**src/rtl/axis_skid_buffer.sv**
```systemverilog
// Two-entry AXI-Stream output stage: main register plus one skid entry.
// s_ready is registered so there is no combinational path from m_ready.
module axis_skid_buffer #(
  parameter int unsigned data_width = 17
) (
  input  logic                  aclk,
  input  logic                  resetn,
  input  logic [data_width-1:0] s_data,
  input  logic                  s_valid,
  output logic                  s_ready,
  output logic [data_width-1:0] m_data,
  output logic                  m_valid,
  input  logic                  m_ready
);

  logic [data_width-1:0] main_data_q, main_data_d;
  logic [data_width-1:0] skid_data_q, skid_data_d;
  logic                  main_valid_q, main_valid_d;
  logic                  skid_valid_q, skid_valid_d;
  logic                  ready_q;
  logic                  accept;

  assign accept  = s_valid && ready_q;
  assign s_ready = ready_q;
  assign m_data  = main_data_q;
  assign m_valid = main_valid_q;

  always_comb begin
    main_data_d  = main_data_q;
    main_valid_d = main_valid_q;
    skid_data_d  = skid_data_q;
    skid_valid_d = skid_valid_q;
    if (skid_valid_q) begin
      // ready is low here, so no new sample can arrive this cycle
      if (m_ready) begin
        main_data_d  = skid_data_q;
        skid_valid_d = 1'b0;
      end
    end else if (accept) begin
      if (!main_valid_q || m_ready) begin
        main_data_d  = s_data;
        main_valid_d = 1'b1;
      end else begin
        skid_data_d  = s_data;
        skid_valid_d = 1'b1;
      end
    end else if (m_ready) begin
      main_valid_d = 1'b0;
    end
  end

  always_ff @(posedge aclk) begin
    if (!resetn) begin
      main_data_q  <= '0;
      main_valid_q <= 1'b0;
      skid_data_q  <= '0;
      skid_valid_q <= 1'b0;
      ready_q      <= 1'b0;
    end else begin
      main_data_q  <= main_data_d;
      main_valid_q <= main_valid_d;
      skid_data_q  <= skid_data_d;
      skid_valid_q <= skid_valid_d;
      ready_q      <= !skid_valid_d;
    end
  end

endmodule

```
**src/rtl/axis_lpf_shifted_inverse.sv**
```systemverilog
// Inverse of the shift-alpha first-order low-pass: x = y_prev + ((y - y_prev) <<< alpha),
// saturated to the signed output range, with a skid-buffered AXI-Stream master.
module axis_lpf_shifted_inverse #(
  parameter int unsigned inout_width         = 16,
  parameter int unsigned inout_decimal_width = 15,
  parameter int unsigned max_shift           = 15
) (
  input  logic                   aclk,
  input  logic                   resetn,
  input  logic [4:0]             i5_alpha,
  input  logic                   i_sat_clear,
  output logic                   o_sat_sticky,
  input  logic [inout_width-1:0] s_axis_tdata,
  input  logic                   s_axis_tlast,
  input  logic                   s_axis_tvalid,
  output logic                   s_axis_tready,
  output logic [inout_width-1:0] m_axis_tdata,
  output logic                   m_axis_tlast,
  output logic                   m_axis_tvalid,
  input  logic                   m_axis_tready
);

  localparam int unsigned W  = inout_width;
  localparam int unsigned SW = inout_width + 2 + max_shift;

  if (max_shift > 30 || inout_decimal_width >= inout_width) begin : gen_param_check
    $error("axis_lpf_shifted_inverse: bad max_shift or inout_decimal_width");
  end

  // Returns {saturated, result}.
  function automatic logic [W:0] shift_add_sat(input logic [W-1:0] y, input logic [W-1:0] yp,
                                               input logic [4:0] alpha);
    logic signed [W:0]    d;
    logic signed [SW-1:0] d_ext;
    logic signed [SW-1:0] s;
    logic                 ovf;
    d     = $signed({y[W-1], y}) - $signed({yp[W-1], yp});
    d_ext = $signed({{(SW-W-1){d[W]}}, d});
    s     = $signed({{(SW-W){yp[W-1]}}, yp}) + (d_ext <<< alpha);
    // Fits iff every bit from the output sign bit upward agrees
    ovf   = !((&s[SW-1:W-1]) || !(|s[SW-1:W-1]));
    if (!ovf) return {1'b0, s[W-1:0]};
    else if (s[SW-1]) return {1'b1, 1'b1, {(W-1){1'b0}}};
    else return {1'b1, 1'b0, {(W-1){1'b1}}};
  endfunction

  logic [W-1:0] y_prev_q;
  logic         sticky_q;
  logic [4:0]   alpha_eff;
  logic [W:0]   recon;
  logic         accept;

  assign alpha_eff    = (i5_alpha > 5'(max_shift)) ? 5'(max_shift) : i5_alpha;
  assign recon        = shift_add_sat(s_axis_tdata, y_prev_q, alpha_eff);
  assign accept       = s_axis_tvalid && s_axis_tready;
  assign o_sat_sticky = sticky_q;

  always_ff @(posedge aclk) begin
    if (!resetn) begin
      y_prev_q <= '0;
      sticky_q <= 1'b0;
    end else begin
      if (accept) y_prev_q <= s_axis_tdata;
      if (accept && recon[W]) sticky_q <= 1'b1;
      else if (i_sat_clear) sticky_q <= 1'b0;
    end
  end

  axis_skid_buffer #(
    .data_width(W + 1)
  ) u_skid (
    .aclk   (aclk),
    .resetn (resetn),
    .s_data ({s_axis_tlast, recon[W-1:0]}),
    .s_valid(s_axis_tvalid),
    .s_ready(s_axis_tready),
    .m_data ({m_axis_tlast, m_axis_tdata}),
    .m_valid(m_axis_tvalid),
    .m_ready(m_axis_tready)
  );

endmodule

```
**config.mk**
```make
export PLATFORM = sky130hd
export DESIGN_NAME = axis_lpf_shifted_inverse
export DESIGN_NICKNAME = d
export VERILOG_FILES = /design/src/rtl/axis_skid_buffer.sv /design/src/rtl/axis_lpf_shifted_inverse.sv
export SDC_FILE = /design/constraint.sdc
export NUM_CORES = 1
export LEC_CHECK = 0
export ABC_AREA = 1
export BUFFER_PORTS_ARGS = -buffer_cell sky130_fd_sc_hd__clkbuf_2
export CAP_MARGIN = 20
export CORE_UTILIZATION = 25
export DETAILED_ROUTE_END_ITERATION = 6
export SETUP_SLACK_MARGIN = 0.02
export SLEW_MARGIN = 30
export SYNTH_ARGS = -nofsm -noshare
export SYNTH_HDL_FRONTEND = slang
export SYNTH_SLANG_ARGS = --single-unit
export TNS_END_PERCENT = 50
```
**constraint.sdc**
```tcl
create_clock -name aclk -period 5.45 [get_ports aclk]
set_input_delay 0.545 -clock aclk [delete_from_list [all_inputs] [get_ports aclk]]
set_output_delay 0.545 -clock aclk [all_outputs]
set_load 0.005 [all_outputs]
```
==> impl_metrics.json <==
{
  "synth_mux_area_share_pct": 0.721,
  "finalSetupViolations": 0,
  "syn_avg_cell_area_um2": 5.52,
  "die_w_um": 169,
  "critPathSlowestCell": "ha_2",
  "die_area_um2": 28400,
  "ir_drop_mv": 0.111,
  "p_leak_uw": 0.00442,
  "grt_pass1_vias": 7096,
  "hp-class": "flop to flop",
  "async_flop_share_pct": 0,
  "synthesis.nets": 1335,
  "crit_top_cell": "nand2_1",
  "synthCells": 1257,
  "synth_edf_count": 0,
  "tightestPinTransition_ns": 0.910,
  "yosys_warnings": 0,
  "drc_errors": 0,
  "max_slew_margin_pct": 38.9,
  "ant_nets": 0,
  "netlist_area_um2": 6940,
  "die_h_um": 169,
  "synthAdderAreaFrac_pct": 9.41,
  "routed_wl_um": 20800,
  "vias": 7746,
  "synthSimpleGateAreaFrac_pct": 44.2,
  "n_antenna_cell": 0,
  "synth-seq-cells": 54,
  "setup_ws_ns": 0.384,
  "final.setup.tns_ns": 0,
  "clk_pin_slew_ns": 0.07,
  "coreArea_um2": 27100,
  "synth_top_family_by_area": "simple AND/OR/NAND/NOR gates",
  "fin_area_um2": 8100,
  "synth_compound_area_share_pct": 13.7,
  "fin_crit_sh_pct": 93.0,
  "timing.fmax_mhz": 197,
  "std_cell_rows": 60,
  "cap_violations": 0,
  "gr-usage-all-layers_pct": 14.8,
  "max_stage_delay_ns": 0.36,
  "crit_type": "input port to flop",
  "ios": 47,
  "cp.buffers_inverters": 8,
  "post-place-ws_ns": 0.0125,
  "synth.yosys.seq_area_share_pct": 15.6,
  "gp_congestion": 0.881,
  "cts_root_buf": "clkbuf_16",
  "grt_max_degree": 35,
  "critPathCaptureType": "flop",
  "fin_crit_ns": 5.07,
  "start_util_pct": 25.6,
  "reg2reg_slack_ns": 0.43,
  "nets": 1385,
  "avgViaCountPerCell": 4.61,
  "gr-total-overflow": 0,
  "synth-xor-area-share_pct": 3.03,
  "cts_made_buffers": 5,
  "drt_first_iter_violations": 651,
  "grt_pass1_wl_um": 34700,
  "clock_path_buffers": 2,
  "most-common-layout-cells": "nand2_1, inv_1, nand3_1",
  "routedWlPerCell_um": 12.4,
  "clkSinkCount": 54,
  "dr.pass1.iters": 6,
  "critPathLaunchType": "input port",
  "synth_cell_type_count": 41,
  "antenna_found_initial": 0,
  "clock_latency_ns": 0.31,
  "synth_ff_type": "dfxtp_1",
  "io_buffers": 46,
  "hold_violations": 0,
  "dpl_cell_area_um2": 7640,
  "dpl.hpwl_um": 17000,
  "finClkSkew_ns": 0.00580,
  "final_common_cell": "nand2_1",
  "crit_required_ns": 5.61,
  "drive_gt1_share_pct": 15.1,
  "path_delay_family": "simple AND/OR/NAND/NOR gates",
  "cellPowerDensity_nw_per_um2": 236,
  "status": "finished, final reports clean",
  "slew_viol_final": 0,
  "cts_hold_buf": 0,
  "cp_max_fo": 8,
  "cts_tree": "yes",
  "h-tree-depth": 2,
  "crit_arrival_ns": 5.22,
  "syn_to_final_growth_pct": 16.7
}
## flip-flops by register name, summed over array words and instances (netlist names)
| name | cells |
|---|---|
| o_sat_sticky | 1 |
| u_skid.s_ready | 1 |
| u_skid.m_data | 17 |
| u_skid.m_valid | 1 |
| u_skid.skid_valid_q | 1 |
| u_skid.skid_data_q | 17 |
| y_prev_q | 16 |
## metrics by stage
stage	util (%)	cells	total power (uW)	hold WS, ns
3_3_place_gp	28.2	1659	1450	0.452
5_1_grt	29.9	1680	2100	0.485
4_1_cts	28.8	1667	1810	0.467
6_report	29.9	1680	1910	0.463
2_1_floorplan	-	1257	1180	0.447
3_5_place_dp	28.2	1659	1460	0.455
## path summary, 6_finish.rpt
kind	from	end	depth (start not counted)
max	s_axis_tdata[0]	u_skid.m_data[12]	37
min	o_sat_sticky	o_sat_sticky	2
max reg2reg	y_prev_q[0]	u_skid.m_data[12]	35
min reg2reg	o_sat_sticky	o_sat_sticky	2
## metal layers
metal  vias to the layer above  GRT usage, %  share of wire, %
li1                       4078             -                 -
met1                      3463          20.3                49
met2                       176          24.6                45
met3                        29          1.89               4.1
met4                         0          3.44               1.8
met5                         -             0                 0
## where the power goes
| part | leakage (uW) | total (uW) | switching [uW] | internal, uW |
|---|---|---|---|---|
| clock network | 0.0000735 | 345 | 160 | 185 |
| registers | 0.000442 | 436 | 16.8 | 419 |
| logic | 0.00390 | 1130 | 701 | 429 |
| total | 0.00442 | 1910 | 878 | 1030 |
## worst reg2reg max path, delay by kind of cell, from the launching register on
| family | cells | cell delay [ns] |
|---|---|---|
| fa+ha+maj | 3 | 0.91 |
| flops | 1 | 0.35 |
| buf+inv | 6 | 0.69 |
| compound gates | 5 | 0.92 |
| simple gates | 20 | 1.79 |
| xor+xnor | 1 | 0.22 |
## kinds of logic after synthesis
logic type | Yosys count
simple gates | 715
buf+inv | 241
compound gates | 167
flops | 54
fa+ha+maj | 51
xor+xnor | 24
mux | 5
## synth_stat cells (10+ instances only)
master    number  area share [%]
o211ai_1      20             2.2
nand3_1      114             8.2
inv_1        194              10
dfxtp_1       54              16
o21ai_0       59             4.3
nand4_1       10            0.90
nand2_1      422              23
ha_1          49             8.8
nor2_1       108             5.8
nand3_2       13             1.9
clkbuf_1      26             1.4
nand2_2       16             1.4
a21oi_1       67             4.8
xor2_1        19             2.4
## cell type report
type                       instances  area [um^2]
sequential                        54         1080
fill                            3036        19000
tap                              372          465
clock buffer                       6          139
multi-input combinational        962         5100
inverter                         206          773
clock inverter                     2         16.3
timing repair buffer              78          522
## what timing repair did
action,in CTS,in global routing
setup endpoints to repair,0,30
buffers inserted,0,10
endpoints found under the hold margin,0,0
gates resized for setup,0,55
No activity file was read; power rests on OpenSTA's default activity.
